<file path="src/rtl/quad_decoder.sv">
// Quadrature encoder decoder: synchronizes A/B, decodes Gray-code steps into a
// modulo position counter with direction, step and illegal-transition reporting.
module quad_decoder #(
  parameter int N_WIDTH    = 4,
  parameter int MOD        = (1 << N_WIDTH),
  parameter bit INVERT_DIR = 1'b0
) (
  input  logic               clk,
  input  logic               reset,
  input  logic               a,
  input  logic               b,
  input  logic               enable,
  input  logic               clear,
  output logic [N_WIDTH-1:0] pos,
  output logic               dir,
  output logic               step,
  output logic               err,
  output logic               err_sticky
);

  localparam logic [N_WIDTH-1:0] POS_MAX  = N_WIDTH'(MOD - 1);
  localparam logic [N_WIDTH-1:0] POS_ZERO = {N_WIDTH{1'b0}};
  localparam logic [N_WIDTH-1:0] POS_ONE  = N_WIDTH'(1);

  // Map Gray state 00,01,11,10 to phase 0,1,2,3 so steps become a modulo-4 delta.
  function automatic logic [1:0] gray_index(input logic [1:0] g);
    gray_index = {g[1], g[1] ^ g[0]};
  endfunction

  logic [1:0]         s1_r;
  logic [1:0]         s2_r;
  logic [1:0]         h_r;
  logic [1:0]         warm_cnt_r;
  logic [N_WIDTH-1:0] pos_r;
  logic               dir_r;
  logic               step_r;
  logic               err_r;
  logic               err_sticky_r;

  logic [1:0]         delta_s;
  logic               move_s;
  logic               fwd_s;
  logic               illegal_s;
  logic               up_s;
  logic               warm_done_s;
  logic [N_WIDTH-1:0] pos_next_s;

  assign delta_s     = gray_index(s2_r) - gray_index(h_r);
  assign warm_done_s = (warm_cnt_r == 2'd3);
  assign up_s        = fwd_s ^ INVERT_DIR;

  // Classify the transition between the previous and current synchronized state.
  always_comb begin
    move_s    = 1'b0;
    fwd_s     = 1'b0;
    illegal_s = 1'b0;
    case (delta_s)
      2'd1: begin
        move_s = 1'b1;
        fwd_s  = 1'b1;
      end
      2'd3: begin
        move_s = 1'b1;
        fwd_s  = 1'b0;
      end
      2'd2: illegal_s = 1'b1;
      default: begin
        move_s    = 1'b0;
        illegal_s = 1'b0;
      end
    endcase
  end

  // Next position with wrap at both ends of 0..MOD-1.
  always_comb begin
    pos_next_s = pos_r;
    if (up_s) begin
      if (pos_r == POS_MAX) begin
        pos_next_s = POS_ZERO;
      end else begin
        pos_next_s = pos_r + POS_ONE;
      end
    end else begin
      if (pos_r == POS_ZERO) begin
        pos_next_s = POS_MAX;
      end else begin
        pos_next_s = pos_r - POS_ONE;
      end
    end
  end

  // Synchronizer, history, warm-up and registered decode outputs.
  always_ff @(posedge clk or negedge reset) begin
    if (!reset) begin
      s1_r         <= 2'b00;
      s2_r         <= 2'b00;
      h_r          <= 2'b00;
      warm_cnt_r   <= 2'd0;
      pos_r        <= POS_ZERO;
      dir_r        <= 1'b0;
      step_r       <= 1'b0;
      err_r        <= 1'b0;
      err_sticky_r <= 1'b0;
    end else begin
      s1_r  <= {a, b};
      s2_r  <= s1_r;
      h_r   <= s2_r;
      err_r <= warm_done_s & illegal_s;
      if (!warm_done_s) begin
        warm_cnt_r <= warm_cnt_r + 2'd1;
      end else begin
        warm_cnt_r <= warm_cnt_r;
      end
      // Clear wins over a coincident step and keeps the sticky flag low.
      if (clear) begin
        pos_r        <= POS_ZERO;
        err_sticky_r <= 1'b0;
        step_r       <= 1'b0;
      end else begin
        if (warm_done_s && illegal_s) begin
          err_sticky_r <= 1'b1;
        end else begin
          err_sticky_r <= err_sticky_r;
        end
        if (warm_done_s && enable && move_s) begin
          pos_r  <= pos_next_s;
          dir_r  <= ~up_s;
          step_r <= 1'b1;
        end else begin
          step_r <= 1'b0;
        end
      end
    end
  end

  assign pos        = pos_r;
  assign dir        = dir_r;
  assign step       = step_r;
  assign err        = err_r;
  assign err_sticky = err_sticky_r;

endmodule
</file>
<file path="config.mk">
export PLATFORM = sky130hd
export DESIGN_NAME = quad_decoder
export DESIGN_NICKNAME = d
export VERILOG_FILES = /design/src/rtl/quad_decoder.sv
export SDC_FILE = /design/constraint.sdc
export NUM_CORES = 1
export LEC_CHECK = 0
export ABC_AREA = 1
export ABC_CLOCK_PERIOD_IN_PS = 2000
export BUFFER_PORTS_ARGS = -buffer_cell sky130_fd_sc_hd__buf_4
export CELL_PAD_IN_SITES_DETAIL_PLACEMENT = 0
export CELL_PAD_IN_SITES_GLOBAL_PLACEMENT = 1
export CORE_MARGIN = 2
export CORE_UTILIZATION = 39
export DETAILED_ROUTE_END_ITERATION = 6
export GPL_TIMING_DRIVEN = 0
export PLACE_DENSITY_LB_ADDON = 0.3
export SYNTH_ARGS = -nofsm -noshare
export SYNTH_HDL_FRONTEND = slang
export SYNTH_SLANG_ARGS = --single-unit
</file>
<file path="constraint.sdc">
create_clock -name clk -period 2 [get_ports clk]
set_clock_uncertainty 0.05 [all_clocks]
set_input_delay 0.4 -clock clk [delete_from_list [all_inputs] [get_ports clk]]
set_output_delay 0.4 -clock clk [all_outputs]
set_load 0.01 [all_outputs]
</file>
==> run summary, run 1 <==
====================================================================================================
Max Slew Vio Count                                                                                 0
Antenna diodes                                                                                     0
Proportion of synthesized chip area in sequential cells                                       0.5136
Clock sink count                                                                                  16
Number of remaining DRC errors                                                                     0
Yosys top cell area share                                                                     0.5136
Remaining Overflow, GRT                                                                            0
Launching element type of the critical path                                                     flop
Antenna violation net count after detailed routing                                                 0
Antenna violations before repair                                                                   0
Combined area of all synthesized cells                                                    779.5 um^2
Total Wirelength                                                                             1334 um
DRT Pass-1 Iters                                                                                   2
Yosys cell types                                                                                  16
Startpoint of the most critical hold path                                                          b
Met1 Use GR                                                                                   0.1690
Cell accounting for the most synthesized area                                           sky130_fd_sc_hd__dfrtp_1
Primary flip-flop cell chosen by synthesis mapping                                      sky130_fd_sc_hd__dfrtp_1
Worst slack after detailed placement                                                        353.1 ps
Layer carrying the most global-route usage                                                      met2
Origin of the critical flop-to-flop path                                                      h_r[1]
Post-route setup slack                                                                      327.3 ps
Commonest non-fill, non-tap cell in the layout                                          sky130_fd_sc_hd__nand2_1
Synthesized instance count                                                                        85
Number of buffers inserted by port buffering                                                      13
Endpoint of the worst-slack reg-to-reg timing path                                            pos[0]
Initial Utilization                                                                           0.4056
Mapped Avg Cell Area                                                                      9.171 um^2
Initial drt markers                                                                                2
Transition time of the tightest slew-check pin                                              377.7 ps
WP data arrival                                                                              1850 ps
Leakage power                                                                           0.0004803 uW
Clock-pin slew reported for the worst setup and hold paths after clock tree synthesis          90 ps
Number of global-route vias before repair                                                        553
List of cells traversed by the critical path                                            xor2_1, ha_1, inv_1, a31oi_1, nand2_1, nand2_1
Buf/Inv on CP                                                                                      1
Core area                                                                                  1922 um^2
Slew headroom                                                                                 0.7470
CTS Root Cell                                                                           sky130_fd_sc_hd__clkbuf_4
Type of the most critical hold path                                                        in -> reg
Final cycle utilization of the critical path                                                  0.8363
Buffers from clock root to sink, at most                                                           2
Instance count on the critical path                                                                6
Via count                                                                                        592
Endpoint with the worst hold slack                                                           s1_r[0]
Width of the die                                                                            48.71 um
Min Clock Period, post-route                                                                 1673 ps
Global placer's final weighted congestion                                                     0.7317
Number of gates resized after CTS                                                                  0
Hold Violations, Final                                                                             0
Number of cells traversed by the worst hold path                                                   1
Clock latency on the worst-skew pair                                                          290 ps
Longest individual stage delay on the worst path                                              410 ps
Post-synth net total                                                                              95
Worst-path fanout max                                                                              7
RSZ-0062 raised after global routing                                                           false
Worst reg2reg path depth                                                                           6
Layout area overhead                                                                          22.79%
Cell with the most instances on the worst path                                          sky130_fd_sc_hd__nand2_1
Num CTS Buffers                                                                                    3
Final HPWL DP                                                                                1037 um
Areal power density over the cells                                                      873.9 nW/um^2
Final-layout setup total negative slack                                                         0 ps
TritonCTS clock tree                                                                           built
Number of synthesized flops with an enable pin                                                     0
Worst path top cell family by delay                                                       flip-flops
Worst-case register-to-register setup slack                                                   330 ps
CTS H-tree depth                                                                                   1
Timing-limited maximum frequency                                                           597.9 MHz
Endpoint class of the critical path                                                             flop
GR Util met2                                                                                  0.2100
Maximum vdd drop                                                                            366.9 uV
Startpoint-to-endpoint class of the critical path                                         reg -> reg
Biggest area contributors in the synthesized netlist                                    sky130_fd_sc_hd__dfrtp_1, sky130_fd_sc_hd__nand2_1, sky130_fd_sc_hd__nand3_1
Highest-delay cell along the critical path                                              sky130_fd_sc_hd__dfrtp_1
Met3 capacity usage during global routing                                                    0.04630
FF+latch count, synth                                                                             16
Final net count                                                                                  114
Status                                                                                     completed
Average wire length per cell after detail routing                                           10.26 um
Proportion of synthesized flip-flops having asynchronous set or reset                          1.000
Final number of setup-violating endpoints                                                          0
Area of the die                                                                            2372 um^2
Number of I/O pins                                                                                14
# Max-Cap Violations                                                                               0
FP Rows                                                                                           16
Highest-count cells in the layout ignoring fill and taps                                sky130_fd_sc_hd__nand2_1, sky130_fd_sc_hd__dfrtp_1, sky130_fd_sc_hd__buf_4, sky130_fd_sc_hd__nand3_1, sky130_fd_sc_hd__inv_1
Routed vias/inst                                                                               4.554
Global-route wire length before repair                                                       2387 um
Fraction of final layout cells sized beyond drive strength 1                                  0.2233
Critical Path RT                                                                             2180 ps
Warnings from Yosys                                                                                0
Vert. Die Dim                                                                               48.71 um
Largest net degree at the start of global routing                                                 17
Global Route Usage Sum                                                                        0.1363
====================================================================================================
routing by layer:
layer | vias up | wire, um | part of all wire
met2 | 10 | 624 | 0.47
li1 | 312 | - | -
met5 | - | 0 | 0
met1 | 266 | 634 | 0.48
met4 | 0 | 27 | 0.020
met3 | 4 | 47 | 0.035
report_power, final:
group / leakage (uW) / switching (uW) / internal (uW)
Sequential: 0.000191 / 28.4 / 357
Combinational: 0.000269 / 130 / 108
Clock: 0.0000210 / 102 / 111
cells in the mapped netlist, types with 2 or more instances:
library cell / n
sky130_fd_sc_hd__a31oi_1: 2
sky130_fd_sc_hd__a21oi_1: 2
sky130_fd_sc_hd__nand3_1: 12
sky130_fd_sc_hd__inv_1: 11
sky130_fd_sc_hd__nand2_1: 22
sky130_fd_sc_hd__dfrtp_1: 16
sky130_fd_sc_hd__nand2_2: 3
sky130_fd_sc_hd__nand4_1: 3
sky130_fd_sc_hd__ha_1: 4
sky130_fd_sc_hd__xnor2_1: 4
layout make-up:
| type | count | area [um^2] |
|---|---|---|
| Clock buffer | 4 | 36.28 |
| Fill cell | 197 | 964.7 |
| Multi-Input combinational cell | 57 | 332.8 |
| Timing Repair Buffer | 14 | 107.6 |
| Sequential cell | 16 | 400.4 |
| Tap cell | 27 | 33.78 |
| Buffer | 1 | 5.005 |
| Inverter | 11 | 41.29 |
cell families (layout without fill, tap and decap cells):
kind of cell | Yosys count | in the layout | synth area share
buffers and inverters | 12 | 30 | 0.05938
AND/OR/NAND/NOR | 42 | 42 | 0.2568
AO/OA/AOI/OAI | 5 | 5 | 0.03530
multiplexers | 1 | 1 | 0.01445
adder cells (fa/ha/maj) | 4 | 4 | 0.06421
XOR/XNOR | 5 | 5 | 0.05618
flip-flops | 16 | 16 | 0.5136
worst max path at each step:
stage / start / slack [ps] / end
floorplan: h_r[1] / 530 / pos[0]
CTS: h_r[1] / 320 / pos[0]
global placement: s2_r[1] / 330 / pos[3]
finish: h_r[1] / 330 / pos[0]
detailed placement: s2_r[1] / 350 / pos[0]
global route: s2_r[1] / 180 / pos[1]
per-stage QoR:
step,hold WS (ps),cell area (um^2),total power (uW),std cells,util
6_report,164.1,957.2,836.4,130,0.4980
5_1_grt,138.3,957.2,901.7,130,0.4980
2_1_floorplan,54.41,779.5,544.4,85,-
3_3_place_gp,214.0,910.9,628.7,125,0.4740
4_1_cts,149.2,957.2,855.1,130,0.4980
3_5_place_dp,221.4,910.9,632.5,125,0.4740
sequential cells by signal, summed over array words and instances, names as in the netlist:
name        flops
pos             4
h_r             2
s1_r            2
s2_r            2
warm_cnt_r      2
dir             1
err             1
err_sticky      1
step            1
timing repair:
item | 4_1_cts | 5_1_grt
endpoints found under the hold margin | 16 | 0
buffers inserted | 0 | 0
hold buffers | 1 | 0
(Power assumes the default switching activity.)
==> inputs of run 2 (changes only) <==
Settings changed: ABC_AREA 1 to 0, ABC_CLOCK_PERIOD_IN_PS 2000 to 1550, CORE_UTILIZATION 39 to 40.
Clock period 2 ns to 1.55 ns, I/O delays scaled along.
==> run 2 against run 1 <==
The flow now finishes with violations (setup timing). Utilization increased by 8.3 points. Clock power rose by 31%. Worst hold slack got worse by 97 ps. Sequential cell count unchanged. Synthesized cell count decreased by 29%. Combinational power grew 55%. Critical path depth did not move. Global-route usage down 0.13 points. Sequential share of layout area fell by 2.3 points. Register-to-register slack worse by 660 ps. Cell count down 13%. Critical endpoint is now pos[2]. Largest cell class unchanged. Highest routed layer unchanged.
==> run summary, run 2 <==
====================================================================================================
Status                                                                                  finished with violations
Violations in the final reports                                                         setup timing
Min Clock Period, post-route                                                                 1879 ps   +206.0 ps
Logic gate share of total power                                                                0.321   +0.036
XOR/XNOR Fraction of Synth Area                                                              0.08081   +0.02463
Number of global-route vias before repair                                                        452   -18%
Non-filler cells in the finished layout                                                          113   -13%
Switch Pwr                                                                                  328.2 uW   +26%
Launching element type of the critical path                                                     flop
Yosys cell types                                                                                  28   +12
Area of the die                                                                            2219 um^2   -6.5%
Transition time of the tightest slew-check pin                                              232.8 ps   -145.0 ps
Max reg flops                                                                                      4   unchanged
Proportion of synthesized flip-flops having asynchronous set or reset                          1.000   unchanged
Startpoint of the most critical setup path                                                   s2_r[0]
Area share of fa/ha/maj cells after synthesis                                                0.06734   +0.003135
Global placer's final weighted congestion                                                     0.7586   +3.7%
Number of buffers inserted by port buffering                                                      13   unchanged
Multiplexer share of the synthesized area                                                    0.04377   +0.02932
Synthesized instance count                                                                        60   -29%
WP data arrival                                                                              2010 ps   +160 ps
Biggest area contributors in the synthesized netlist                                    sky130_fd_sc_hd__dfrtp_1, sky130_fd_sc_hd__ha_1, sky130_fd_sc_hd__nor2_1
Critical Path RT                                                                             1680 ps   -500 ps
Endpoint of the worst-slack reg-to-reg timing path                                            pos[2]
Endpoint class of the critical path                                                             flop
Buffers from clock root to sink, at most                                                           2   unchanged
Clock-pin slew reported for the worst setup and hold paths after clock tree synthesis          90 ps   about the same
TritonCTS clock tree                                                                           built
Number of instances in the placed design                                                          98   -22%
Combinational family with the most area after synthesis                                 compound AO/OA/AOI/OAI gates
Commonest non-fill, non-tap cell in the layout                                          sky130_fd_sc_hd__buf_4
Highest-count cells in the layout ignoring fill and taps                                sky130_fd_sc_hd__buf_4, sky130_fd_sc_hd__dfrtp_1, sky130_fd_sc_hd__nor2_1
Mapped Avg Cell Area                                                                      12.39 um^2   +35%
Final cycle utilization of the critical path                                                   1.212   +0.3757
Worst-path fanout max                                                                              4   -3
CTS Root Cell                                                                           sky130_fd_sc_hd__clkbuf_4
Post-synth net total                                                                              70   -26%
Via count                                                                                        547   -7.6%
Type of the most critical hold path                                                        in -> reg
Vert. Die Dim                                                                               47.11 um   -3.3%
Origin of the critical flop-to-flop path                                                     s2_r[0]
Endpoint with the worst hold slack                                                           s1_r[1]
Num CTS Buffers                                                                                    3   unchanged
Routed vias/inst                                                                               4.841   +6.3%
FF+latch count, synth                                                                             16   unchanged
Cell Int Power                                                                              820.5 uW   +43%
Number of synthesized flops with an enable pin                                                     0   unchanged
Fraction of final layout cells sized beyond drive strength 1                                  0.4432   +0.2199
Remaining Overflow, GRT                                                                            0   unchanged
Sequential share of power                                                                      0.436   -0.024
Timing-limited maximum frequency                                                           532.3 MHz   -11%
Primary flip-flop cell chosen by synthesis mapping                                      sky130_fd_sc_hd__dfrtp_1
Antenna diodes                                                                                     0   unchanged
Global Route Usage Sum                                                                        0.1350   -0.001350
Clock network power share                                                                      0.242   -0.013
Antenna violation net count after detailed routing                                                 0   unchanged
Startpoint-to-endpoint class of the critical path                                         reg -> reg
Final HPWL DP                                                                               927.2 um   -11%
# Max-Cap Violations                                                                               0   unchanged
Final number of setup-violating endpoints                                                          7   +7
Post-route setup slack                                                                     -328.7 ps   -656.0 ps
Synth Area in Compound Gates                                                                  0.1347   +0.09937
Largest net degree at the start of global routing                                                 17   unchanged
Final hold slack                                                                            67.57 ps   -96.56 ps
Yosys top cell area share                                                                     0.5387   +0.02508
FP Rows                                                                                           15   -1
Warnings from Yosys                                                                                0   unchanged
RSZ-0062 raised after global routing                                                            true
Maximum vdd drop                                                                            779.0 uV   +110%
Proportion of synthesized chip area in sequential cells                                       0.5387   +0.02508
Cell with the most instances after synthesis                                            sky130_fd_sc_hd__dfrtp_1
Slew headroom                                                                                 0.8448   +0.09782
Max Slew Vio Count                                                                                 0   unchanged
Width of the die                                                                            47.11 um   -3.3%
Average wire length per cell after detail routing                                           11.34 um   +10%
Layout area overhead                                                                          36.36%
Areal power density over the cells                                                      1133 nW/um^2   +30%
Clock sink count                                                                                  16   unchanged
Cell accounting for the most synthesized area                                           sky130_fd_sc_hd__dfrtp_1
Global-route wire length before repair                                                       1987 um   -17%
Worst reg2reg path depth                                                                           6   unchanged
Final net count                                                                                   99   -13%
Core area                                                                                  1745 um^2   -9.2%
Switching fraction of total power                                                             0.2858   -0.02590
Leakage power                                                                           0.0004767 uW   -0.73%
DRT Pass-1 Iters                                                                                   2   unchanged
Top cells by instance count after synthesis                                             sky130_fd_sc_hd__dfrtp_1, sky130_fd_sc_hd__nor2_1, sky130_fd_sc_hd__ha_1
Number of cells traversed by the worst hold path                                                   1   unchanged
Clock latency on the worst-skew pair                                                          290 ps   about the same
Simple-gate share of the synthesized area                                                     0.1145   -0.1423
Number of I/O pins                                                                                14   unchanged
Total Wirelength                                                                             1281 um   -4.0%
Initial Utilization                                                                           0.4258   +0.02021
CTS H-tree depth                                                                                   1   unchanged
Antenna violations before repair                                                                   0   unchanged
Number of remaining DRC errors                                                                     0   unchanged
Initial drt markers                                                                                3   +1
Startpoint of the most critical hold path                                                          a
Combined area of all synthesized cells                                                    743.2 um^2   -4.7%
Worst-case register-to-register setup slack                                                  -330 ps   -660 ps
Hold Violations, Final                                                                             0   unchanged
====================================================================================================
==> run 2: repair_timing <==
action	4_1_cts	5_1_grt
endpoints found under the hold margin	16	0
cloned	0	0
endpoints found under the setup margin	7	8
pin swaps	5	5
buffers inserted	5	5
hold buffers	1	0
resized for setup	2	2
==> run 2: cells by family (layout without fill, tap and decap cells) <==
group	after synthesis	count (layout)
AO/OA/AOI/OAI	13	13
buffers and inverters	4	32
multiplexers	3	3
XOR/XNOR	5	5
AND/OR/NAND/NOR	15	15
flip-flops	16	16
adder cells (fa/ha/maj)	4	4
==> run 2: worst max path at each step <==
stage,end,cells past startpoint
finish,pos[2],6
global route,pos[2],6
CTS,pos[2],6
detailed placement,pos[2],6
global placement,pos[2],6
floorplan,pos[2],6
==> run 2: per-layer routing <==
| layer | part of all wire | vias up | wire, um | global-route usage |
|---|---|---|---|---|
| li1 | - | 271 | - | - |
| met1 | 0.48 | 262 | 620 | 0.1843 |
| met2 | 0.44 | 10 | 567 | 0.1836 |
| met3 | 0.037 | 4 | 48 | 0.03462 |
| met4 | 0.034 | 0 | 44 | 0.1000 |
| met5 | 0 | - | 0 | 0 |
==> run 2: final cells by class <==
class                      instances  area (um^2)
inverter                           4        15.01
fill                             149        732.0
multi-input combinational         40        344.1
clock buffer                       4        36.28
sequential                        16        400.4
timing repair buffer              24        186.4
tap                               25        31.28
==> run 2: critical path, stage by stage (launching register included) <==
cell and delay (ps):
sky130_fd_sc_hd__dfrtp_1 400, sky130_fd_sc_hd__xnor2_1 170, sky130_fd_sc_hd__ha_2 190, sky130_fd_sc_hd__xor3_2 280, sky130_fd_sc_hd__nor2_4 140, sky130_fd_sc_hd__mux2i_1 220
sky130_fd_sc_hd__mux2_1 330
==> run 2: power groups by stage <==
stage	registers (uW)	logic [uW]	clock network [uW]
5_1_grt	506	405	298
2_1_floorplan	522	179	0
3_5_place_dp	510	302	0
6_report	501	369	278
4_1_cts	502	337	284
3_3_place_gp	508	301	0
==> run 2: through the flow <==
stage / TNS [ps] / power [uW] / cell area (um^2) / worst slack, ps / utilization
global placement: -1207 / 809.1 / 879.6 / -416.4 / 0.5039
finish: -1536 / 1149 / 1013 / -328.7 / 0.5806
global route: -2313 / 1208 / 1013 / -452.7 / 0.5806
CTS: -1379 / 1123 / 967.2 / -382.9 / 0.5541
floorplan: -634.6 / 701.1 / 750.7 / -284.9 / -
detailed placement: -1276 / 812.6 / 879.6 / -438.9 / 0.5039
==> inputs of run 3 (changes only) <==
Settings changed: CELL_PAD_IN_SITES_DETAIL_PLACEMENT 0 to 1.
==> run 3 against run 2 <==
The flow still finishes with violations (setup timing). Maximum frequency is 6.3% lower. Sequential cell count did not move. Register-to-register slack got worse by 130 ps. Critical path depth did not move. Utilization decreased by 1.1 points. Die area is the same. Sequential power is essentially flat. Via count grew 2.7%. First-iteration DRC count rose to 2.7 times the previous value. Cell count fell by 1.8%. Critical path type unchanged. Critical endpoint unchanged. Largest power group unchanged. Highest routed layer unchanged.
==> run summary, run 3 (synthesis results as in run 2) <==
====================================================================================================
Startpoint-to-endpoint class of the critical path                                         reg -> reg
Transition time of the tightest slew-check pin                                              264.8 ps   +32.05 ps
Via count                                                                                        562   +2.7%
Worst-path fanout max                                                                              4   unchanged
Worst-case register-to-register setup slack                                                  -460 ps   -130 ps
Final cycle utilization of the critical path                                                   1.294   +0.08212
Number of buffers inserted by port buffering                                                      13   unchanged
Core area                                                                                  1745 um^2   unchanged
Switch Pwr                                                                                  361.9 uW   +10%
Origin of the critical flop-to-flop path                                                      h_r[1]
Number of remaining DRC errors                                                                     0   unchanged
Layout area overhead                                                                          33.67%
Non-filler cells in the finished layout                                                          111   -1.8%
Type of the most critical hold path                                                        in -> reg
Max reg flops                                                                                      4   unchanged
Startpoint of the most critical setup path                                                    h_r[1]
DRT Pass-1 Iters                                                                                   4   +2
Critical Path RT                                                                             1700 ps   +20 ps
Total Wirelength                                                                             1817 um   +42%
# Max-Cap Violations                                                                               0   unchanged
Last element of the critical path                                                             pos[2]
Fraction of final layout cells sized beyond drive strength 1                                  0.4302   -0.01295
Commonest non-fill, non-tap cell in the layout                                          sky130_fd_sc_hd__buf_4
Antenna violations before repair                                                                   0   unchanged
RSZ-0062 raised after global routing                                                            true
Buf/Inv on CP                                                                                      0   unchanged
Width of the die                                                                            47.11 um   unchanged
Largest net degree at the start of global routing                                                 17   unchanged
Hold Violations, Final                                                                             0   unchanged
CTS H-tree depth                                                                                   1   unchanged
Number of global-route vias before repair                                                        530   +17%
Total Power Consumption                                                                      1177 uW   +2.5%
Initial drt markers                                                                                8   +5
CTS Root Cell                                                                           sky130_fd_sc_hd__clkbuf_4
Switching fraction of total power                                                             0.3075   +0.02170
Worst path top cell family by delay                                                     multiplexers
Global Route Usage Sum                                                                        0.1732   +0.03817
Final HPWL DP                                                                                1081 um   +17%
Clock sink count                                                                                  16   unchanged
Global placer's final weighted congestion                                                     0.7586   unchanged
TritonCTS clock tree                                                                           built
Final hold slack                                                                            62.41 ps   -5.166 ps
Number of I/O pins                                                                                14   unchanged
Post-Place Cell Area                                                                      879.6 um^2   unchanged
Launching element type of the critical path                                                     flop
Min Clock Period, post-route                                                                 2006 ps   +127.3 ps
Area of the die                                                                            2219 um^2   unchanged
Endpoint of the worst-slack reg-to-reg timing path                                            pos[2]
Remaining Overflow, GRT                                                                            0   unchanged
Final net count                                                                                   97   -2.0%
WP data arrival                                                                              2150 ps   +140 ps
Longest individual stage delay on the worst path                                              410 ps   about the same
Logic gate share of total power                                                                0.327   +0.006
Routed vias/inst                                                                               5.063   +4.6%
Highest-count cells in the layout ignoring fill and taps                                sky130_fd_sc_hd__buf_4, sky130_fd_sc_hd__dfrtp_1, sky130_fd_sc_hd__nor2_1
Status                                                                                  finished with violations
Sequential share of power                                                                      0.428   -0.008
Clock network power share                                                                      0.245   +0.003
Leakage power                                                                           0.0004654 uW   -2.4%
Timing-limited maximum frequency                                                           498.5 MHz   -6.3%
Post-layout utilization of the core                                                           0.5692   -0.01147
Global-route wire length before repair                                                       2490 um   +25%
Post-route setup slack                                                                     -456.0 ps   -127.3 ps
Antenna violation net count after detailed routing                                                 0   unchanged
Number of instances in the placed design                                                          98   unchanged
Antenna diodes                                                                                     0   unchanged
List of cells traversed by the critical path                                            xor2_1, ha_2, xor3_2, nor2_4, mux2i_1, mux2_1
Highest-delay cell along the critical path                                              sky130_fd_sc_hd__xor3_2
Initial Utilization                                                                           0.4258   unchanged
Violations in the final reports                                                         setup timing
Slew headroom                                                                                 0.8235   -0.02137
Worst reg2reg path depth                                                                           6   unchanged
Buffers from clock root to sink, at most                                                           2   unchanged
Max Slew Vio Count                                                                                 0   unchanged
Instance count on the critical path                                                                6   unchanged
Final number of setup-violating endpoints                                                          7   unchanged
FP Rows                                                                                           15   unchanged
Areal power density over the cells                                                      1185 nW/um^2   +4.5%
Clock-pin slew reported for the worst setup and hold paths after clock tree synthesis         100 ps   about the same
Endpoint class of the critical path                                                             flop
Total of fill cells in the finished design                                                       196   +32%
Num CTS Buffers                                                                                    3   unchanged
Maximum vdd drop                                                                            788.9 uV   +1.3%
Vert. Die Dim                                                                               47.11 um   unchanged
Average wire length per cell after detail routing                                           16.37 um   +44%
Cell Int Power                                                                              815.2 uW   -0.64%
Clock latency on the worst-skew pair                                                          300 ps   about the same
Total non-filler cell area in the finished layout                                         993.5 um^2   -2.0%
====================================================================================================
[run 3: cell count changes in the layout (fill, tap and decap cells not counted), sizes merged]
cell  delta
buf      -2
[run 3: worst reg2reg max path, cell delays in order, from the launching register on]
cell	delay, ps
sky130_fd_sc_hd__dfrtp_1	390
sky130_fd_sc_hd__xor2_1	150
sky130_fd_sc_hd__ha_2	190
sky130_fd_sc_hd__xor3_2	410
sky130_fd_sc_hd__nor2_4	150
sky130_fd_sc_hd__mux2i_1	230
sky130_fd_sc_hd__mux2_1	330
[run 3: metal layers]
metal,GRT usage,routed length (um),up-vias
li1,-,-,264
met1,0.2295,822,284
met2,0.2384,895,9
met3,0.03846,43,5
met4,0.1444,55,0
met5,0,0,-
[run 3: worst min path at each step]
stage	cells past startpoint	from	end	slack (ps)
6_report	1	a	s1_r[1]	60
5_1_grt	1	b	s1_r[0]	50
4_1_cts	1	a	s1_r[1]	60
3_5_place_dp	1	reset	step	130
3_3_place_gp	1	reset	step	130
2_1_floorplan	0	reset	dir	-40
[run 3: what timing repair did]
action | CTS | global route
hold buffers | 1 | 0
endpoints found under the setup margin | 7 | 8
gates resized for setup | 2 | 1
endpoints found under the hold margin | 16 | 0
buffers inserted | 5 | 3
pin swaps | 3 | 7
[run 3: final cells by class]
type / instances / area (um^2) / area share
clock buffer: 4 / 36.28 / 0.03652
inverter: 4 / 15.01 / 0.01511
multi-input combinational: 40 / 339.1 / 0.3413
sequential: 16 / 400.4 / 0.4030
tap: 25 / 31.28 / 0.03149
timing repair buffer: 22 / 171.4 / 0.1725
[run 3: per-stage QoR]
stage | worst slack [ps] | TNS [ps]
2_1_floorplan | -284.9 | -634.6
3_3_place_gp | -416.4 | -1207
3_5_place_dp | -461.2 | -1493
4_1_cts | -416.4 | -1889
5_1_grt | -531.4 | -3109
6_report | -456.0 | -2553
[run 3: power by group through the flow]
stage | registers, uW | clock network [uW] | logic (uW)
after global routing | 510 | 305 | 418
after CTS | 501 | 293 | 350
after floorplan | 522 | 0 | 179
final | 504 | 288 | 385
after detailed placement | 510 | 0 | 311
after global placement | 508 | 0 | 301
